===== config.mk =====
export PLATFORM = sky130hd
export DESIGN_NAME = iomem_initiator_flat
export DESIGN_NICKNAME = d
export VERILOG_FILES = /design/src/rtl/iomem_initiator_if.sv /design/src/rtl/iomem_initiator.sv /design/src/flat_wrapper.sv
export SDC_FILE = /design/constraint.sdc
export NUM_CORES = 1
export LEC_CHECK = 0
export ABC_AREA = 1
export BUFFER_PORTS_ARGS = -buffer_cell sky130_fd_sc_hd__buf_2
export CAP_MARGIN = 20
export CORE_AREA = 3 3 104 106
export DETAILED_ROUTE_END_ITERATION = 7
export DIE_AREA = 0 0 107 109
export GPL_TIMING_DRIVEN = 0
export PLACE_DENSITY = 0.86
export SLEW_MARGIN = 20
export SYNTH_ARGS = -nofsm -noshare
export SYNTH_HDL_FRONTEND = slang
export SYNTH_SLANG_ARGS = --single-unit

===== constraint.sdc =====
create_clock -name ck -period 4.23 [get_ports ck]
set_input_delay 1.0575 -clock ck [delete_from_list [all_inputs] [get_ports ck]]
set_output_delay 1.0575 -clock ck [all_outputs]
set_load 0.02 [all_outputs]

===== src/rtl/iomem_initiator_if.sv =====
// Command, response and iomem bus signals of the iomem initiator, grouped for port connection.
// master is the initiator side; slave is the agent/peripheral side seen from outside.
interface iomem_initiator_if;
    logic        cmd_valid;
    logic        cmd_ready;
    logic [3:0]  cmd_wstrb;
    logic [31:0] cmd_addr;
    logic [31:0] cmd_wdata;

    logic        rsp_valid;
    logic        rsp_ready;
    logic [31:0] rsp_rdata;
    logic        rsp_err;
    logic        rsp_write;

    logic        iomem_valid;
    logic [3:0]  iomem_wstrb;
    logic [31:0] iomem_addr;
    logic [31:0] iomem_wdata;
    logic        iomem_ready;
    logic [31:0] iomem_rdata;

    modport master (
        input  cmd_valid, cmd_wstrb, cmd_addr, cmd_wdata,
        output cmd_ready,
        output rsp_valid, rsp_rdata, rsp_err, rsp_write,
        input  rsp_ready,
        output iomem_valid, iomem_wstrb, iomem_addr, iomem_wdata,
        input  iomem_ready, iomem_rdata
    );

    modport slave (
        output cmd_valid, cmd_wstrb, cmd_addr, cmd_wdata,
        input  cmd_ready,
        input  rsp_valid, rsp_rdata, rsp_err, rsp_write,
        output rsp_ready,
        input  iomem_valid, iomem_wstrb, iomem_addr, iomem_wdata,
        output iomem_ready, iomem_rdata
    );
endinterface


===== src/rtl/iomem_initiator.sv =====
// Single-outstanding iomem bus master: bus request the cycle after accept, response the cycle after ready/timeout.
// Backpressure: cmd_ready stays low from accept until the response is taken with rsp_ready.
module iomem_initiator #(
    parameter int TIMEOUT = 255
) (
    input  logic              ck,
    input  logic              rst,
    iomem_initiator_if.master bus,
    output logic              busy
);
    localparam int            CW   = (TIMEOUT > 1) ? $clog2(TIMEOUT) : 1;
    localparam logic [CW-1:0] LAST = CW'((TIMEOUT > 0) ? TIMEOUT - 1 : 0);

    typedef enum logic [1:0] {
        IDLE = 2'd0,
        BUS  = 2'd1,
        RESP = 2'd2
    } state_t;

    state_t        state_q, state_d;

    logic          iomem_valid_q, iomem_valid_d;
    logic [3:0]    iomem_wstrb_q, iomem_wstrb_d;
    logic [31:0]   iomem_addr_q,  iomem_addr_d;
    logic [31:0]   iomem_wdata_q, iomem_wdata_d;
    logic          rsp_valid_q,   rsp_valid_d;
    logic [31:0]   rsp_rdata_q,   rsp_rdata_d;
    logic          rsp_err_q,     rsp_err_d;
    logic          rsp_write_q,   rsp_write_d;
    logic [CW-1:0] cnt_q,         cnt_d;

    logic accept;
    logic bus_done;
    logic timeout_hit;

    assign accept   = (state_q == IDLE) && bus.cmd_valid;
    assign bus_done = (state_q == BUS) && bus.iomem_ready;
    // A peripheral ready in the expiry cycle takes priority over the abort.
    assign timeout_hit = (TIMEOUT != 0) && (state_q == BUS) && !bus.iomem_ready && (cnt_q == LAST);

    always_ff @(posedge ck) begin
        if (rst) begin
            state_q <= IDLE;
        end else begin
            state_q <= state_d;
        end
    end

    always_comb begin
        state_d = state_q;
        case (state_q)
            IDLE:    if (accept) state_d = BUS;
            BUS:     if (bus_done || timeout_hit) state_d = RESP;
            RESP:    if (bus.rsp_ready) state_d = IDLE;
            default: state_d = IDLE;
        endcase
    end

    always_comb begin
        iomem_valid_d = iomem_valid_q;
        iomem_wstrb_d = iomem_wstrb_q;
        iomem_addr_d  = iomem_addr_q;
        iomem_wdata_d = iomem_wdata_q;
        rsp_valid_d   = rsp_valid_q;
        rsp_rdata_d   = rsp_rdata_q;
        rsp_err_d     = rsp_err_q;
        rsp_write_d   = rsp_write_q;
        cnt_d         = cnt_q;
        case (state_q)
            IDLE: begin
                if (accept) begin
                    iomem_valid_d = 1'b1;
                    iomem_wstrb_d = bus.cmd_wstrb;
                    iomem_addr_d  = bus.cmd_addr;
                    iomem_wdata_d = bus.cmd_wdata;
                    cnt_d         = '0;
                end
            end
            BUS: begin
                if (bus_done || timeout_hit) begin
                    iomem_valid_d = 1'b0;
                    iomem_wstrb_d = '0;
                    iomem_addr_d  = '0;
                    iomem_wdata_d = '0;
                    rsp_valid_d   = 1'b1;
                    rsp_err_d     = timeout_hit;
                    rsp_write_d   = (iomem_wstrb_q != 4'd0);
                    rsp_rdata_d   = (bus_done && (iomem_wstrb_q == 4'd0)) ? bus.iomem_rdata : 32'd0;
                end else begin
                    cnt_d = cnt_q + 1'b1;
                end
            end
            RESP: begin
                if (bus.rsp_ready) rsp_valid_d = 1'b0;
            end
            default: ;
        endcase
    end

    always_ff @(posedge ck) begin
        if (rst) begin
            iomem_valid_q <= 1'b0;
            iomem_wstrb_q <= '0;
            iomem_addr_q  <= '0;
            iomem_wdata_q <= '0;
            rsp_valid_q   <= 1'b0;
            rsp_rdata_q   <= '0;
            rsp_err_q     <= 1'b0;
            rsp_write_q   <= 1'b0;
            cnt_q         <= '0;
        end else begin
            iomem_valid_q <= iomem_valid_d;
            iomem_wstrb_q <= iomem_wstrb_d;
            iomem_addr_q  <= iomem_addr_d;
            iomem_wdata_q <= iomem_wdata_d;
            rsp_valid_q   <= rsp_valid_d;
            rsp_rdata_q   <= rsp_rdata_d;
            rsp_err_q     <= rsp_err_d;
            rsp_write_q   <= rsp_write_d;
            cnt_q         <= cnt_d;
        end
    end

    assign bus.cmd_ready   = (state_q == IDLE);
    assign busy            = (state_q != IDLE);
    assign bus.iomem_valid = iomem_valid_q;
    assign bus.iomem_wstrb = iomem_wstrb_q;
    assign bus.iomem_addr  = iomem_addr_q;
    assign bus.iomem_wdata = iomem_wdata_q;
    assign bus.rsp_valid   = rsp_valid_q;
    assign bus.rsp_rdata   = rsp_rdata_q;
    assign bus.rsp_err     = rsp_err_q;
    assign bus.rsp_write   = rsp_write_q;
endmodule


===== src/flat_wrapper.sv =====
// flat-port wrapper written by rule: the top's interface ports become plain ports
module iomem_initiator_flat 
#(
    parameter int TIMEOUT = 255
)
  (ck, rst, busy, bus_cmd_valid, bus_cmd_wstrb, bus_cmd_addr, bus_cmd_wdata, bus_cmd_ready, bus_rsp_valid, bus_rsp_rdata, bus_rsp_err, bus_rsp_write, bus_rsp_ready, bus_iomem_valid, bus_iomem_wstrb, bus_iomem_addr, bus_iomem_wdata, bus_iomem_ready, bus_iomem_rdata);
  iomem_initiator_if bus_i ();
  input  logic ck;
  input  logic rst;
  output logic busy;
  input wire logic [$bits(bus_i.cmd_valid)-1:0] bus_cmd_valid;
  input wire logic [$bits(bus_i.cmd_wstrb)-1:0] bus_cmd_wstrb;
  input wire logic [$bits(bus_i.cmd_addr)-1:0] bus_cmd_addr;
  input wire logic [$bits(bus_i.cmd_wdata)-1:0] bus_cmd_wdata;
  output wire logic [$bits(bus_i.cmd_ready)-1:0] bus_cmd_ready;
  output wire logic [$bits(bus_i.rsp_valid)-1:0] bus_rsp_valid;
  output wire logic [$bits(bus_i.rsp_rdata)-1:0] bus_rsp_rdata;
  output wire logic [$bits(bus_i.rsp_err)-1:0] bus_rsp_err;
  output wire logic [$bits(bus_i.rsp_write)-1:0] bus_rsp_write;
  input wire logic [$bits(bus_i.rsp_ready)-1:0] bus_rsp_ready;
  output wire logic [$bits(bus_i.iomem_valid)-1:0] bus_iomem_valid;
  output wire logic [$bits(bus_i.iomem_wstrb)-1:0] bus_iomem_wstrb;
  output wire logic [$bits(bus_i.iomem_addr)-1:0] bus_iomem_addr;
  output wire logic [$bits(bus_i.iomem_wdata)-1:0] bus_iomem_wdata;
  input wire logic [$bits(bus_i.iomem_ready)-1:0] bus_iomem_ready;
  input wire logic [$bits(bus_i.iomem_rdata)-1:0] bus_iomem_rdata;
  assign bus_i.cmd_valid = bus_cmd_valid;
  assign bus_i.cmd_wstrb = bus_cmd_wstrb;
  assign bus_i.cmd_addr = bus_cmd_addr;
  assign bus_i.cmd_wdata = bus_cmd_wdata;
  assign bus_cmd_ready = bus_i.cmd_ready;
  assign bus_rsp_valid = bus_i.rsp_valid;
  assign bus_rsp_rdata = bus_i.rsp_rdata;
  assign bus_rsp_err = bus_i.rsp_err;
  assign bus_rsp_write = bus_i.rsp_write;
  assign bus_i.rsp_ready = bus_rsp_ready;
  assign bus_iomem_valid = bus_i.iomem_valid;
  assign bus_iomem_wstrb = bus_i.iomem_wstrb;
  assign bus_iomem_addr = bus_i.iomem_addr;
  assign bus_iomem_wdata = bus_i.iomem_wdata;
  assign bus_i.iomem_ready = bus_iomem_ready;
  assign bus_i.iomem_rdata = bus_iomem_rdata;
  iomem_initiator #(.TIMEOUT(TIMEOUT)) u_core (.ck(ck), .rst(rst), .bus(bus_i), .busy(busy));
endmodule

# ---- Yosys cells after proc, flatten, opt, wreduce, memory -nomap -nowiden
# Index checks and enable logic that the tools add are counted.
dict set report totals {
  regBits 114
  latch_bits 0
  ram_bits 0
  rom_bits 0
  input_bits 105
  output_inout_bits 106
  word_cells 58
  n_memories 0
}
dict set report classes {
  addsub 1
  multipliers 0
  n_div 0
  magnitude_cmp 0
  n_eq_ne 7
  shifts 0
  muxes 22
  bitwise 0
  reduce_logical 18
}
# operator n
set op_table {}
lappend op_table {{$mux W32} 4}
lappend op_table {{$pmux W32 S2} 2}
lappend op_table {{$mux W8} 2}
lappend op_table {{$pmux W8 S2} 1}
lappend op_table {{$reduce_and A3 Y1} 4}
lappend op_table {{$add A8 B1 Y8 const B} 1}
lappend op_table {{$eq A8 B8 Y1 const B} 1}
lappend op_table {{$mux W4} 2}
lappend op_table {{$pmux W4 S2} 1}
lappend op_table {{$mux W2} 3}
lappend op_table {{$ne A2 B2 Y1 const B} 3}
lappend op_table {{$pmux W2 S3} 1}
lappend op_table {{$reduce_bool A2 Y1} 3}
lappend op_table {{$logic_and A1 B1 Y1} 5}
lappend op_table {{$logic_not A4 Y1} 1}
lappend op_table {{$mux W1} 4}
lappend op_table {{$pmux W1 S2} 2}
lappend op_table {{$reduce_bool A4 Y1} 1}
lappend op_table {{$eq A2 B1 Y1 const B} 1}
lappend op_table {{$eq A2 B2 Y1 const B} 1}
lappend op_table {{$logic_not A2 Y1} 1}
lappend op_table {{$ne A2 B1 Y1 const B} 1}
lappend op_table {{$reduce_and A2 Y1} 1}
lappend op_table {{$logic_not A1 Y1} 1}
lappend op_table {{$logic_or A1 B1 Y1} 1}

# ---- Longest topological paths before layout
# Gate-level depths: netlist of the first run.
dict set report logic_depth {
  ltp_word 6
  mapped_depth 11
  mapped_depth_nobuf 9
}

# ---- Least setup slack after synthesis of the first run
# No wires, ideal clock.
dict set report synth_path {
  path_type {reg2out}
  start {register u_core.state_q[1]}
  end {output busy}
  t_arrival_ns 1.209
  required_time_ns 3.173
  setup_slack_ns 1.964
  stages_incl_launch_ff 4
  path_cell_list {dfxtp_1 -> nor2_2 -> clkbuf_1 -> inv_1}
}
dict set report synth_between {
  elab_chain_len 1
}
# element line
set synth_rtl {}
lappend synth_rtl {{start: declaration} iomem_initiator.sv:20} ;# state_t state_q, state_d;
lappend synth_rtl {{start signal: assignment} iomem_initiator.sv:45} ;# state_q <= state_d;
lappend synth_rtl {{$reduce_bool A2 Y1} iomem_initiator.sv:125} ;# assign busy = (state_q != IDLE);
lappend synth_rtl {{end: declaration} flat_wrapper.sv:10} ;# output logic busy;
# No other way between the ends.

# ---- Worst setup path after layout of the first run
dict set report layout_path {
  start {register u_core.state_q[1]}
  end {output bus_cmd_ready}
}
dict set report layout_between {
  elab_chain_len 1
}
# element line
set layout_rtl {}
lappend layout_rtl {{$logic_not A2 Y1} iomem_initiator.sv:124} ;# assign bus.cmd_ready = (state_q == IDLE);
lappend layout_rtl {{end: declaration} flat_wrapper.sv:15} ;# output wire logic [$bits(bus_i.cmd_ready)-1:0] bus_cmd_ready;
# No other way between the ends.

==> results of run 1 <==
[report_power, final]
group	internal, mW	switching (mW)
combinational	0.141	0.260
clock	0.952	0.509
sequential	1.13	0.0314
total	2.22	0.801
[layout make-up]
| cell class | count | share of cell area |
|---|---|---|
| tap | 133 | 0.0270 |
| multi-input combinational | 390 | 0.289 |
| timing repair buffer | 208 | 0.169 |
| inverter | 19 | 0.0116 |
| sequential | 114 | 0.370 |
| clock buffer | 18 | 0.0678 |
| buffer | 40 | 0.0347 |
| clock inverter | 13 | 0.0305 |
[metal layers]
metal	global-route usage	wire, um	share of wire	up-vias
met5	0	0	0	-
met4	0.102	385	0.028	0
met3	0.0598	780	0.057	33
met2	0.386	6890	0.50	161
met1	0.281	5580	0.41	2138
li1	-	-	-	2312
[cells by family (layout without fill, tap and decap cells)]
family          after synthesis  after routing  share of synthesized area
flops                       114            114                      0.525
fa+ha+maj                     2              2                    0.00575
compound gates              116            116                      0.137
xor+xnor                      1              1                    0.00201
simple gates                271            271                      0.265
buf+inv                      59            298                     0.0656
[worst paths after layout]
kind | from | end | slack [ps] | cells after the start
worst min register to register | u_core.bus.rsp_rdata[3] | u_core.bus.rsp_rdata[3] | 460 | 2
worst max-delay path | u_core.state_q[1] | bus_cmd_ready | 1220 | 3
worst min-delay path | u_core.bus.rsp_rdata[3] | u_core.bus.rsp_rdata[3] | 460 | 2
worst max register to register | u_core.cnt_q[0] | u_core.bus.iomem_wdata[15] | 2530 | 11
[registers in the layout (all words and copies together), names as in the netlist]
| register | count |
|---|---|
| u_core.bus.iomem_valid | 1 |
| u_core.state_q | 2 |
| u_core.bus.iomem_wstrb | 4 |
| u_core.bus.iomem_addr | 32 |
| u_core.bus.rsp_valid | 1 |
| u_core.bus.iomem_wdata | 32 |
| u_core.cnt_q | 8 |
| u_core.bus.rsp_write | 1 |
| u_core.bus.rsp_rdata | 32 |
| u_core.bus.rsp_err | 1 |
[stage by stage]
| step | cell area [sq um] | setup WS, ps | utilization | cells | total power [mW] |
|---|---|---|---|---|---|
| 2_1_floorplan | 4350 | 1960 | - | 563 | 1.42 |
| 3_3_place_gp | 5560 | 1720 | 0.563 | 904 | 1.58 |
| 3_5_place_dp | 5560 | 1700 | 0.563 | 904 | 1.58 |
| 4_1_cts | 6160 | 1160 | 0.625 | 935 | 3.04 |
| 5_1_grt | 6160 | 1060 | 0.625 | 935 | 3.13 |
| 6_report | 6160 | 1220 | 0.625 | 935 | 3.02 |
[cells in the final DEF (no fill, tap or decap), drive strengths merged]
cell type,netlist,layout
bufinv,0,4
nor3b,1,1
nor2,24,24
xor2,1,1
dfxtp,114,114
clkinvlp,0,6
ha,2,2
nand2,168,168
o211ai,1,1
a31oi,1,1
nor3,2,2
buf,14,222
clkbuf,26,44
inv,19,19
clkinv,0,3
nand3,74,74
o21ai,5,5
a21oi,109,109
nand4,2,2
[critical path: stages, from the launching register on]
cell and delay [ps]:
dfxtp_1 360, nor2_2 450, clkbuf_1 400, buf_2 250
==> impl_summary.md, run 1 <==
Placed design
The wire-length estimate of the detail-placed layout is 9.94 mm. The final RePlAce weighted congestion is 0.859. The number of port buffers is 208.

Floorplan
The floorplan has 36 rows. The number of top-level pins is 211. The starting density of the core is 0.441. The die covers 0.0117 sq mm. The die width is 107 um.

The vertical die dimension is 109 um. In this run the standard cell core region covers 0.00986 sq mm.

Synthesis
Among all flip-flop cells after synthesis, the most frequent one is dfxtp_1. Ranked by total cell area, the synthesized netlist is headed by dfxtp_1, nand2_1, a21oi_1. Of the synthesized area, sequential elements account for 0.525. After synthesis the netlist holds a flip-flop and latch count of 114. The async set-reset flop share out of synthesis is 0. The count of synthesis-stage warnings from yosys is 0. Among all cell types in the netlist, the one instantiated most often is nand2_1. Of all cell types, the one taking the most synthesized area is dfxtp_1. The number of enable flip-flop cells after synthesis is 0.

The count of unique library cells instantiated by Yosys is 25. The synthesized netlist net count is 670. Of the post-synthesis cell area, the dominant cell type holds 0.525. After synthesis the cells add up to 0.00435 sq mm. The mean instance size in the synthesized netlist is 7.72 sq um. By count the netlist is led by nand2_1, dfxtp_1, a21oi_1, nand3_1, clkbuf_1. The synthesized instance count is 563.

STA
Static timing analysis puts the maximum clock frequency at 0.332 GHz. Hold timing on the final database bottoms out at a slack of 456 ps. Headroom to the max-slew limit came out at 0.533. The hold violation count in the final report is 0. Adding up every negative setup slack in the final design gives 0 ps. Setup violations remaining at the end of the flow were counted as 0. The number of pins with negative max-slew slack in the final report is 0.

The clock arrives with 12.1 ps of skew. The final period demand of the worst path is 3010 ps. The final worst-path cycle share is 0.712.

The slew at the pin closest to its max-slew limit is 701 ps. Setup repair after global routing left no endpoint under its margin.

Final layout
The share of cells above drive strength 1 is 0.329. The register area is 0.00228 sq mm. The antenna cell count is 0. The final layout contains 897 nets. The layout overhead on the synthesized area is 41.7%. Summing all multi-input logic gate instances after layout gives 0.00178 sq mm.

The number of fill cells is 902.

Clock tree
The clock input transition at the sequential cells of the worst setup and hold paths is 60 ps. In this run the post-CTS setup repair buffer count came out at 0. Clock tree synthesis selected as its root buffer the cell clkbuf_8. In this run, post-CTS hold repair placed 0 buffers. The maximum count of clock buffers along a single path is 2. Counting the buffers created by CTS gives 17.

The later-pin clock latency in the skew report is 500 ps. The CTS tree is built. For this design, the sink count on the clock tree is 114.

Once the clock tree was built, the resizer swapped 0 gates to a different size. The count of H-tree levels built during CTS is 4.

Global route
Entering global routing, the biggest net connects 17 pins. In the global route stage, overall resource usage came out at 0.231. The initial antenna violation count is 0. The global-route wire length before repair is 21.3 mm. The overflow left after global routing is 0.

The via count of the first global-routing pass was 4,344.

Routing
Dividing the detail-routed wire length by the instance count gives 14.6 um. The detailed router finished its first iteration with 188 violations. The first TritonRoute pass finished after 4 iterations. The via-per-instance ratio is 4.97. The overall routed net length is 13.6 mm.

For this run, design rule violations remaining after detail routing come to 0. Detailed routing inserted a total of 4,644 vias. The count of antenna-violating nets left after detailed routing is 0.

Power and ir drop
The largest vdd supply drop is 0.273 mV. The static leakage is 2.79 nW. In this run the power density over the cells is 491 mW/mm^2.

Worst setup path
Of all nets on the critical path, the largest fanout is 10. The critical path class is flop to output port. At the worst endpoint, the required time is 3170 ps.

STA classifies the critical path endpoint as an output port. The worst setup path is launched from a flop. For the worst setup path, the data arrival time is 1960 ps.

Flow run
The max-cap violation count is 0.

Run status
The run finished with clean final reports.

Hold path
The classification of the worst-slack hold path is flop to flop.
(Power assumes the default switching activity.)
==> inputs of run 2 (changes only) <==
--- a/config.mk
+++ b/config.mk
@@ -8,9 +8,9 @@
 export ABC_AREA = 1
 export BUFFER_PORTS_ARGS = -buffer_cell sky130_fd_sc_hd__buf_2
 export CAP_MARGIN = 20
-export CORE_AREA = 3 3 104 106
+export CORE_AREA = 3 3 107 109
 export DETAILED_ROUTE_END_ITERATION = 7
-export DIE_AREA = 0 0 107 109
+export DIE_AREA = 0 0 110 112
 export GPL_TIMING_DRIVEN = 0
 export PLACE_DENSITY = 0.86
 export SLEW_MARGIN = 20
==> constraint.sdc (replaced) <==
create_clock -name ck -period 2.75 [get_ports ck]
set_input_delay 0.6875 -clock ck [delete_from_list [all_inputs] [get_ports ck]]
set_output_delay 0.6875 -clock ck [all_outputs]
set_load 0.02 [all_outputs]
==> run 2 against run 1 <==
Net effect: total power is 50% higher; core utilization is 5.1 points lower; routed wire length is 6.0% lower; clock power is 47% higher.
==> impl_summary.md, run 2 (same netlist as run 1, synthesis figures left out) <==
STA
The final worst hold slack is 437 ps. For the pin with the worst max-slew slack, the measured transition is 615 ps. After layout, the worst setup slack is 165 ps. The number of pins with negative max-slew slack in the final report is 0. The setup violation total in the final timing report is 0. Measured against its own limit, the worst slew margin works out to 0.590. The final period demand of the worst path is 2590 ps. Setup repair after global routing left no endpoint under its margin. Timing would allow up to 0.387 GHz. The final worst-path cycle share is 0.940.

Adding up every negative setup slack in the final design gives 0 ps. On the final layout, the worst clock skew is 9.80 ps. The hold violation count in the final report is 0.

Worst setup path
The critical path class is flop to output port. The biggest fanout along the worst timing path is 10. STA puts the critical path data arrival time at 1900 ps. Traced cell by cell, the critical path runs through nor2_2, clkbuf_1, buf_2.

The largest stage delay on the critical path is 410 ps. The worst-path cell with the longest stage delay is nor2_2. The kind of cell with the highest combined delay on the critical path is buffers and inverters. STA classifies the critical path endpoint as an output port. At the worst endpoint, the required time is 2060 ps.

The number of buffers and inverters on the critical path is 2. The worst setup path is launched from a flop.

Floorplan
The die width is 110 um. The starting density of the core is 0.406. The placeable core region is 0.0107 sq mm. In this run the core area contains 38 standard-cell rows. In this run the vertical extent of the chip is 112 um. 211 I/O pins were placed.

The die covers 0.0123 sq mm.

Routing
The overall routed net length is 12.8 mm. The total vias in the final route is 4,578. The via-per-instance ratio is 4.86.

For this run, the detailed router's first-pass iteration total came to 5. The violation count after the first detailed-route iteration is 201. The count of nets left with antenna violations once routing finished came out at 0. The DRC violation count after routing is 0. The routed length per placed instance is 13.6 um.

Power and ir drop
Of the total power, the share spent switching nets is 0.262. Summed over all nets, the switching power comes to 1.19 mW. The total internal power is 3.35 mW. For this design the static power due to leakage is 2.79 nW. Overall power consumption after layout is estimated at 4.54 mW. Of the total power, combinational logic draws 0.135.

In this run the power density over the cells is 739 mW/mm^2. The largest vdd supply drop is 0.463 mV. The proportion of power drawn by flip-flops and latches is 0.393. The share of power burned in the clock network is 0.472.

Final layout
The layout overhead on the synthesized area is 41.2%. Of the cells placed in the final design, the portion with a size suffix greater than 1 is 0.327. The number of fill cells is 1,024.

In the final design database the tool counted 897 nets. 0 antenna diodes ended up in the layout. The top cell types in the final layout, fill and taps aside, are buf_2, nand2_1, dfxtp_1.

The library cell used most frequently in the layout, excluding fill and tap cells, is buf_2.

Clock tree
Buffers added to address setup during post-CTS repair amount to 0. The CTS tree is built. The tree is rooted in a clkbuf_8. The number of CTS-inserted buffers is 17. The clock input transition at the sequential cells of the worst setup and hold paths is 60 ps. The later-pin clock latency in the skew report is 500 ps.

The total number of clock tree sinks is 114. For this design, the CTS-stage hold fixing added 0 buffers. Counting along the longest clock path gives a buffer depth of 2. The count of H-tree levels built during CTS is 4.

Once the clock tree was built, the resizer swapped 0 gates to a different size.

Run status
The run finished with clean final reports.

Global route
Entering global routing, the biggest net connects 17 pins. Across every metal layer, demand over resource in global routing totals 0.208. The first global-routing pass estimated 20.5 mm of wire. The initial antenna violation count is 0.

The overflow left after global routing is 0. The via count of the first global-routing pass is 4,331.

Placed design
The half-perimeter wire length of the detailed placement result is 9.33 mm. The number of port buffers is 208. The congestion estimate from routability-driven global placement came to 0.894. The worst slack after detailed placement is 652 ps.

Flow run
Max-cap violations in this run came to 0.

Hold path
The tightest min-delay check is of the input pin to flop type.
==> run 2: cell types whose count changed in the layout (fill, tap and decap cells not counted) <==
cell	previous run	this run
clkinvlp_4	6	4
clkbuf_1	27	29
clkinv_2	1	3
clkbuf_8	1	2
clkinv_4	2	0
bufinv_16	4	3
==> run 2: worst min-delay path, cell delays in order <==
cell	delay, ps
buf_2	90
nand2_1	50
a21oi_1	50
==> run 2: final cells by class <==
class                      count  area (sq um)  share of cell area
buffer                        40           214              0.0349
clock buffer                  21           439              0.0715
clock inverter                10           135              0.0220
inverter                      19          71.3              0.0116
multi-input combinational    390          1780               0.290
sequential                   114          2280               0.372
tap                          140           175              0.0285
timing repair buffer         208          1040               0.170
==> run 2: metal layers <==
| metal | GRT usage | vias to the layer above | share of wire |
|---|---|---|---|
| met5 | 0 | - | 0 |
| met4 | 0.0715 | 0 | 0.023 |
| met3 | 0.0713 | 26 | 0.073 |
| met2 | 0.322 | 174 | 0.47 |
| met1 | 0.269 | 2065 | 0.44 |
| li1 | - | 2313 | - |
==> run 2: power by group through the flow <==
| stage | registers [mW] | logic [mW] | clock network, mW |
|---|---|---|---|
| 5_1_grt | 1.79 | 0.675 | 2.26 |
| 2_1_floorplan | 1.92 | 0.268 | 0 |
| 6_report | 1.78 | 0.612 | 2.14 |
| 3_5_place_dp | 1.82 | 0.615 | 0 |
| 4_1_cts | 1.78 | 0.616 | 2.17 |
| 3_3_place_gp | 1.82 | 0.610 | 0 |
==> run 2: path summary, 6_finish.rpt <==
path / startpoint / endpoint / slack [ps] / depth (start not counted)
hold reg to reg: u_core.bus.iomem_wdata[24] / u_core.bus.iomem_wdata[24] / 460 / 2
setup reg to reg: u_core.cnt_q[0] / u_core.bus.rsp_rdata[10] / 1080 / 10
hold / removal: bus_iomem_rdata[29] / u_core.bus.rsp_rdata[29] / 440 / 3
setup / recovery: u_core.state_q[1] / bus_cmd_ready / 160 / 3
==> run 2: per-stage QoR <==
stage / instances / instance area, sq um / utilization
after floorplan: 563 / 4350 / -
after global placement: 911 / 5560 / 0.520
after detailed placement: 911 / 5560 / 0.520
after CTS: 942 / 6140 / 0.574
after global routing: 942 / 6140 / 0.574
final: 942 / 6140 / 0.574
